### src/rtl/me_stage_pkg.sv
// Shared definitions for the ME stage: opcode and access-size codes, FSM states, op classes.
// Imported by me_stage and me_lane.
package me_stage_pkg;

  localparam logic [6:0] OP_LOAD   = 7'b0000011;
  localparam logic [6:0] OP_STORE  = 7'b0100011;
  localparam logic [6:0] OP_FLW    = 7'b0000111;
  localparam logic [6:0] OP_FSW    = 7'b0100111;
  localparam logic [6:0] OP_MLOAD  = 7'b0001011;
  localparam logic [6:0] OP_MSTORE = 7'b0101011;

  localparam logic [2:0] F3_B  = 3'b000;
  localparam logic [2:0] F3_H  = 3'b001;
  localparam logic [2:0] F3_W  = 3'b010;
  localparam logic [2:0] F3_BU = 3'b100;
  localparam logic [2:0] F3_HU = 3'b101;

  typedef enum logic [1:0] {ST_IDLE, ST_REQ, ST_RESP} me_state_e;

  typedef enum logic [2:0] {
    K_NONE, K_LOAD, K_STORE, K_FLW, K_FSW, K_MLOAD, K_MSTORE
  } mem_kind_e;

  function automatic mem_kind_e decode_kind(input logic [6:0] op);
    case (op)
      OP_LOAD:   return K_LOAD;
      OP_STORE:  return K_STORE;
      OP_FLW:    return K_FLW;
      OP_FSW:    return K_FSW;
      OP_MLOAD:  return K_MLOAD;
      OP_MSTORE: return K_MSTORE;
      default:   return K_NONE;
    endcase
  endfunction

endpackage

### src/rtl/me_lane.sv
// Byte-lane steering for the ME stage: store data replication/byte enables and load extract/extend.
// Purely combinational; lanes wrap modulo 4 inside the word, misaligned accesses are never split.
module me_lane
  import me_stage_pkg::*;
(
  input  logic [2:0]  i_funct3,
  input  logic [1:0]  i_lane,
  input  logic        i_full,
  input  logic [31:0] i_st_data,
  input  logic [31:0] i_ld_word,
  output logic [31:0] o_wdata,
  output logic [3:0]  o_wmask,
  output logic [31:0] o_ld_data
);

  logic [3:0]  w_base_mask;
  logic [7:0]  w_mask8;
  logic [15:0] w_rot;

  always_comb begin
    o_wdata     = i_st_data;
    w_base_mask = 4'b1111;
    if (!i_full) begin
      case (i_funct3)
        F3_B: begin
          o_wdata     = {4{i_st_data[7:0]}};
          w_base_mask = 4'b0001;
        end
        F3_H: begin
          o_wdata     = {2{i_st_data[15:0]}};
          w_base_mask = 4'b0011;
        end
        default: ;
      endcase
    end
  end

  // Shift into an 8-bit window and fold the top back so halfword enables rotate around the word.
  assign w_mask8 = {4'b0000, w_base_mask} << i_lane;
  assign o_wmask = w_mask8[7:4] | w_mask8[3:0];

  always_comb begin
    case (i_lane)
      2'd1:    w_rot = i_ld_word[23:8];
      2'd2:    w_rot = i_ld_word[31:16];
      2'd3:    w_rot = {i_ld_word[7:0], i_ld_word[31:24]};
      default: w_rot = i_ld_word[15:0];
    endcase
  end

  always_comb begin
    o_ld_data = i_ld_word;
    if (!i_full) begin
      case (i_funct3)
        F3_B:    o_ld_data = {{24{w_rot[7]}}, w_rot[7:0]};
        F3_H:    o_ld_data = {{16{w_rot[15]}}, w_rot};
        F3_BU:   o_ld_data = {24'd0, w_rot[7:0]};
        F3_HU:   o_ld_data = {16'd0, w_rot};
        F3_W:    o_ld_data = i_ld_word;
        default: o_ld_data = i_ld_word;
      endcase
    end
  end

endmodule

### src/rtl/me_stage.sv
// Memory-access stage: scalar and 512-bit matrix loads/stores over a 32-bit req/gnt/rvalid port.
// Non-memory ops take 1 cycle; memory ops hold ready low until done; a stalled WB result blocks accept.
module me_stage
  import me_stage_pkg::*;
#(
  parameter int M_BEATS = 16
) (
  input  logic         clk,
  input  logic         rst,
  input  logic         EX_valid,
  output logic         ready,
  output logic         valid,
  input  logic         WB_ready,
  input  logic [6:0]   opcode,
  input  logic [2:0]   funct3,
  input  logic [1:0]   rd_group,
  input  logic [4:0]   rd_index,
  input  logic [31:0]  npc,
  input  logic [31:0]  res_R,
  input  logic [31:0]  res_F,
  input  logic [511:0] res_M,
  input  logic [31:0]  rs2_R,
  input  logic [31:0]  rs2_F,
  input  logic [511:0] rs2_M,
  output logic         mem_req,
  output logic         mem_we,
  output logic [31:0]  mem_addr,
  output logic [31:0]  mem_wdata,
  output logic [3:0]   mem_wmask,
  input  logic         mem_gnt,
  input  logic         mem_rvalid,
  input  logic [31:0]  mem_rdata,
  output logic [1:0]   wb_rd_group,
  output logic [4:0]   wb_rd_index,
  output logic [31:0]  wb_npc,
  output logic [31:0]  wb_R,
  output logic [31:0]  wb_F,
  output logic [511:0] wb_M
);

  me_state_e    r_state;
  mem_kind_e    r_kind;
  logic [3:0]   r_beat;
  logic [2:0]   r_funct3;
  logic [31:0]  r_base;
  logic [31:0]  r_st_R;
  logic [31:0]  r_st_F;
  logic [511:0] r_st_M;
  logic         r_valid;
  logic [1:0]   r_wb_grp;
  logic [4:0]   r_wb_idx;
  logic [31:0]  r_wb_npc;
  logic [31:0]  r_wb_R;
  logic [31:0]  r_wb_F;
  logic [511:0] r_wb_M;

  mem_kind_e    w_kind;
  logic         w_accept;
  logic         w_store;
  logic         w_matrix;
  logic         w_full;
  logic [3:0]   w_last;
  logic [31:0]  w_addr;
  logic [31:0]  w_st_word;
  logic [31:0]  w_wdata;
  logic [3:0]   w_wmask;
  logic [31:0]  w_ld_data;

  assign w_kind   = decode_kind(opcode);
  assign ready    = (r_state == ST_IDLE) && (!r_valid || WB_ready);
  assign w_accept = EX_valid && ready;

  assign w_store  = (r_kind == K_STORE) || (r_kind == K_FSW) || (r_kind == K_MSTORE);
  assign w_matrix = (r_kind == K_MLOAD) || (r_kind == K_MSTORE);
  assign w_full   = w_matrix || (r_kind == K_FLW) || (r_kind == K_FSW);
  assign w_last   = w_matrix ? 4'(M_BEATS - 1) : 4'd0;
  assign w_addr   = {r_base[31:2], 2'b00} + {26'd0, r_beat, 2'b00};

  always_comb begin
    case (r_kind)
      K_FSW:    w_st_word = r_st_F;
      K_MSTORE: w_st_word = r_st_M[{r_beat, 5'b00000} +: 32];
      default:  w_st_word = r_st_R;
    endcase
  end

  me_lane u_lane (
    .i_funct3  (r_funct3),
    .i_lane    (r_base[1:0]),
    .i_full    (w_full),
    .i_st_data (w_st_word),
    .i_ld_word (mem_rdata),
    .o_wdata   (w_wdata),
    .o_wmask   (w_wmask),
    .o_ld_data (w_ld_data)
  );

  // Request fields come from registers held across the whole REQ state, so they stay stable until gnt.
  assign mem_req   = (r_state == ST_REQ);
  assign mem_we    = mem_req && w_store;
  assign mem_addr  = mem_req ? w_addr  : 32'd0;
  assign mem_wdata = mem_req ? w_wdata : 32'd0;
  assign mem_wmask = mem_req ? w_wmask : 4'd0;

  always_ff @(posedge clk) begin
    if (rst) begin
      r_state  <= ST_IDLE;
      r_kind   <= K_NONE;
      r_beat   <= 4'd0;
      r_funct3 <= 3'd0;
      r_base   <= 32'd0;
      r_st_R   <= 32'd0;
      r_st_F   <= 32'd0;
      r_st_M   <= '0;
      r_valid  <= 1'b0;
      r_wb_grp <= 2'd0;
      r_wb_idx <= 5'd0;
      r_wb_npc <= 32'd0;
      r_wb_R   <= 32'd0;
      r_wb_F   <= 32'd0;
      r_wb_M   <= '0;
    end else begin
      if (r_valid && WB_ready && !w_accept)
        r_valid <= 1'b0;
      case (r_state)
        ST_IDLE: begin
          if (w_accept) begin
            r_wb_grp <= rd_group;
            r_wb_idx <= rd_index;
            r_wb_npc <= npc;
            if (w_kind == K_NONE) begin
              r_valid <= 1'b1;
              r_wb_R  <= res_R;
              r_wb_F  <= res_F;
              r_wb_M  <= res_M;
            end else begin
              r_valid  <= 1'b0;
              r_kind   <= w_kind;
              r_funct3 <= funct3;
              r_base   <= res_R;
              r_st_R   <= rs2_R;
              r_st_F   <= rs2_F;
              r_st_M   <= rs2_M;
              r_beat   <= 4'd0;
              r_state  <= ST_REQ;
            end
          end
        end
        ST_REQ: begin
          if (mem_gnt) begin
            if (!w_store) begin
              r_state <= ST_RESP;
            end else if (r_beat == w_last) begin
              r_state <= ST_IDLE;
              r_valid <= 1'b1;
            end else begin
              r_beat <= r_beat + 4'd1;
            end
          end
        end
        ST_RESP: begin
          if (mem_rvalid) begin
            case (r_kind)
              K_MLOAD: r_wb_M[{r_beat, 5'b00000} +: 32] <= mem_rdata;
              K_FLW:   r_wb_F <= mem_rdata;
              default: r_wb_R <= w_ld_data;
            endcase
            if (r_beat == w_last) begin
              r_state <= ST_IDLE;
              r_valid <= 1'b1;
            end else begin
              r_beat  <= r_beat + 4'd1;
              r_state <= ST_REQ;
            end
          end
        end
        default: r_state <= ST_IDLE;
      endcase
    end
  end

  assign valid       = r_valid;
  assign wb_rd_group = r_wb_grp;
  assign wb_rd_index = r_wb_idx;
  assign wb_npc      = r_wb_npc;
  assign wb_R        = r_wb_R;
  assign wb_F        = r_wb_F;
  assign wb_M        = r_wb_M;

endmodule
### config.mk
export PLATFORM = sky130hd
export DESIGN_NAME = me_stage
export DESIGN_NICKNAME = d
export VERILOG_FILES = /design/src/rtl/me_stage_pkg.sv /design/src/rtl/me_lane.sv /design/src/rtl/me_stage.sv
export SDC_FILE = /design/constraint.sdc
export NUM_CORES = 2
export LEC_CHECK = 0
export ABC_AREA = 1
export CORE_AREA = 2 2 746 748
export DETAILED_ROUTE_END_ITERATION = 8
export DIE_AREA = 0 0 748 750
export SLEW_MARGIN = 20
export SYNTH_ARGS = -nofsm -noshare
export SYNTH_HDL_FRONTEND = slang
export SYNTH_HIERARCHICAL = 1
export SYNTH_SLANG_ARGS = --single-unit
### constraint.sdc
create_clock -name clk -period 4.15 [get_ports clk]
set_clock_uncertainty 0.15 [all_clocks]
set_input_delay 0.6225 -clock clk [delete_from_list [all_inputs] [get_ports clk]]
set_output_delay 0.6225 -clock clk [all_outputs]
set_load 0.05 [all_outputs]
==> impl_results.rst <==
.. list-table::
   :header-rows: 1

   * - Metric
     - Value
   * - Result of the run
     - finished, violations left
   * - Failing checks
     - setup timing
   * - Min-Delay Path Depth
     - 2
   * - Share of synthesized area occupied by flip-flops and latches
     - 40.9%
   * - Netlist cell types
     - 43
   * - Start point of the worst min-delay path
     - rst
   * - Data required time of the critical path
     - 3.38 ns
   * - Die Wd
     - 748 um
   * - Pwr Density
     - 423 mW/mm^2
   * - Number of failing hold endpoints at the final stage
     - 0
   * - Initial core utilization
     - 10.9%
   * - Maximum number of pins on one net before global-route repair
     - 118
   * - Actual slew at the worst max-slew pin
     - 1.23 ns
   * - Clock tree root driver cell
     - clkbuf_16
   * - Number of rows in the core area
     - 274
   * - Clock Path Buffers
     - 4
   * - Warning count from the yosys run
     - 6
   * - Hold Slack
     - approximately 0.14 ns
   * - Final core utilization
     - 17.8%
   * - Sort of element at the start of the critical path
     - register
   * - Arrival time reported for the critical path endpoint
     - 3.74 ns
   * - Path type of the worst min-delay path
     - in -> reg
   * - Depth of the CTS H-tree
     - 4
   * - Core area
     - about 0.55 mm^2
   * - Reg clk slew, reported paths
     - 0.06 ns
   * - Boundary pin count
     - between 1,500 and 2,000
   * - Routed Wire Length
     - 641,000 um
   * - Worst-case register-to-register setup slack
     - 0.19 ns
   * - Later-pin clock latency in the skew report
     - slightly below 0.9 ns
   * - Number of buffers created by CTS
     - 168
   * - Global route total overflow
     - 0
   * - Highest clock frequency the design can meet
     - approximately 220 MHz
   * - FILL cells
     - 63,400
   * - Initial antenna violation count
     - 401
   * - Count of final max-slew check failures
     - 0
   * - WS Path Type
     - reg -> out
   * - Average detailed-routed wire length per instance
     - between 30 and 40 um
   * - Last weighted congestion value of the routability-driven placer
     - 1.04
   * - Vias in the first global route
     - ~70,000
   * - Number of enable-type register cells in the synthesized netlist
     - 0
   * - RSZ-0062 raised after global routing
     - yes
   * - Post-synthesis instance area
     - roughly 0.060 mm^2
   * - Net count, final
     - approximately 13,000
   * - Area grow syn2layout
     - 63.6%
   * - Area of the die
     - 0.561 mm^2
   * - Max-capacitance violation count
     - 0
   * - Number of buffers added on ports
     - 1,923
   * - Height of the chip
     - 750 um
   * - Total setup violations reported at the end of the flow
     - 37
   * - P_leak
     - 39.8 nW
   * - Final Cycle Share
     - 109%
   * - HPWL reported at the end of detailed placement
     - around 540,000 um
   * - Shortest clock period the worst path allows after layout
     - 4.51 ns
   * - Number of iterations in the first detailed-routing pass
     - 7
   * - Relative slew slack
     - 17.5%
   * - Share of layout cells above drive strength 1
     - roughly a tenth
   * - Total routing usage reported by global routing
     - roughly 22%
   * - FF-to-FF path depth
     - 13
   * - Number of instances in the synthesized netlist
     - 9,713
   * - Number of synthesized register bits
     - roughly 1,200
   * - Ys async rst share
     - 0%
   * - Sinks on Clock Net
     - 1,236
   * - Critical R2R Capture
     - wb_M[208]$_SDFFE_PP0P_
   * - Max VDD drop
     - 0.316 mV
   * - Power Total
     - around 42 mW
   * - Endpoint, Worst Hold
     - wb_npc[31]$_SDFFE_PP0P_
   * - Main synth FF type
     - dfxtp_1
   * - Worst-path fanout max
     - 8
   * - Mapped Avg Cell Area
     - 6.22 um^2
   * - Vias per Instance
     - 4.00
   * - Post-layout worst setup margin
     - -0.363 ns
   * - Starting DRT DRC Count
     - 8,472
   * - Final ANT Viol Nets
     - 0
   * - Endpoint type of the worst setup path
     - output pin
   * - RR Startpoint
     - r_beat[0]$_SDFFE_PP0P_
   * - Wire length of the first global-routing pass
     - a little under 800,000 um
   * - DR vias
     - about 76,000
   * - Post-route DRC violation count
     - 0
   * - CTS tree
     - done
cells in the final DEF, fill, tap and decap left out, types with 9 or more instances in the layout:
master              n
nand3_4            26
nor2_1           2576
inv_1             594
nand3_2            28
o21ai_1            74
clkbuf_16         175
buf_12            125
o21ai_4            11
nand4_1           140
nor2_2             35
a21oi_1           193
o22ai_2            24
nor2_4             21
inv_2              36
nand3_1            57
nor3_1             10
o21ai_0          1361
clkdlybuf4s50_1  1806
o211ai_1           16
nand2_4             9
nand2_1          2307
clkbuf_8           35
diode_2           154
inv_6              10
dfxtp_1          1231
buf_2              18
ha_1                9
buf_4             350
buf_6              22
bufbuf_16          10
clkbuf_1           20
o21ai_2            44
o22ai_1            36
bufinv_16          18
clkinv_2           32
nand2_2            93
buf_16             19
metrics by stage:
stage,cell area [um^2],instances,setup TNS [ns],worst slack (ns)
floorplan,60400,9714,0,0.763
global placement,90000,18600,-6.09,-0.563
detailed placement,90000,18600,-0.346,-0.168
CTS,98000,19000,-10.64,-0.514
global route,98700,19100,-11.91,-0.479
finish,98800,19100,-6.04,-0.363
where the power goes:
group	total [mW]	switching, mW	internal, mW
Combinational	12.3	8.58	3.76
Clock	16.1	6.81	9.30
Sequential	13.4	0.598	12.8
final cells by class:
class	instances	area, um^2	area share (%)
clock inverter	78	1110	1.12
clock buffer	224	4790	4.84
inverter	647	2510	2.54
timing repair inverter	2	17.5	0.0177
timing repair buffer	2364	24600	24.9
antenna	154	385	0.390
sequential	1236	24800	25.1
tap	7314	9150	9.26
multi-input combinational	7111	31500	31.8
worst max-delay path, cell delays in order, from the launching register on:
cell      delay (ns)
dfxtp_4         0.38
buf_8           0.21
buf_12          0.17
buf_4           0.12
o21ai_1         0.11
o22ai_4         0.30
nand2_2         0.12
nand4_1         0.34
nand2_2         0.15
nand3_4         0.13
inv_6           0.06
o211ai_1        0.35
nand2_1         0.11
inv_1           0.12
buf_12          0.14
metal layers:
metal | track usage, % | vias to the layer above | part of all wire [%]
li1 | - | 34300 | -
met1 | 25.7 | 37000 | 39
met2 | 32.5 | 3942 | 42
met3 | 10.4 | 1133 | 12
met4 | 10.9 | 128 | 5.9
met5 | 0 | - | 0.14
kinds of logic after synthesis:
logic type	synth area share (%)
xor gates and xnor gates	0.145
adders and majority gates	0.302
other	0.00621
buffers and inverters	9.30
DFF	40.9
and+or+nand+nor	34.4
AOI/OAI and AO/OA	14.9
timing repair:
action	4_1_cts	5_1_grt
pin swaps	89	69
buffers inserted	32	10
hold buffers	0	0
setup endpoints to repair	56	55
gates resized for setup	406	121
gates cloned	23	5
worst max-delay path by stage:
stage	startpoint	to	slack, ns	cells past startpoint
floorplan	r_state[1]$_SDFFE_PP0P_	mem_addr[10]	0.76	5
global placement	r_beat[0]$_SDFFE_PP0P_	mem_wdata[26]	-0.56	14
detailed placement	r_beat[0]$_SDFFE_PP0P_	mem_wdata[26]	-0.17	14
CTS	r_beat[0]$_SDFFE_PP0P_	mem_wdata[25]	-0.51	17
global route	r_beat[0]$_SDFFE_PP0P_	mem_wdata[25]	-0.48	16
finish	r_beat[0]$_SDFFE_PP0P_	mem_wdata[30]	-0.36	14
registers in the layout, summed over array words and instances (netlist names):
signal       cells
wb_rd_group      2
r_st_R          32
wb_F            32
valid            1
r_st_M         512
wb_M           512
r_base          32
r_kind           3
r_state          2
wb_R            32
r_beat           4
r_funct3         3
wb_npc          32
wb_rd_index      5
r_st_F          32
Yosys cell counts, types with 10 or more instances:
cell         n  area (um^2)
buf_1       38          143
a21oi_1    194          971
nand4_1    140          876
buf_2      182          911
o21ai_0   1484         7430
inv_2       10         37.5
o22ai_1     65          407
nand2_1   2401         9010
nor2_1    2626         9860
clkbuf_1   444         1670
nand3_4     16          280
ha_1        13          163
buf_4       46          345
o211ai_1    16          120
nand3_1     92          460
inv_1      633         2380
nor3_1      13         65.1
dfxtp_1   1236        24700
Note: power is estimated with default switching activity, not from simulation.
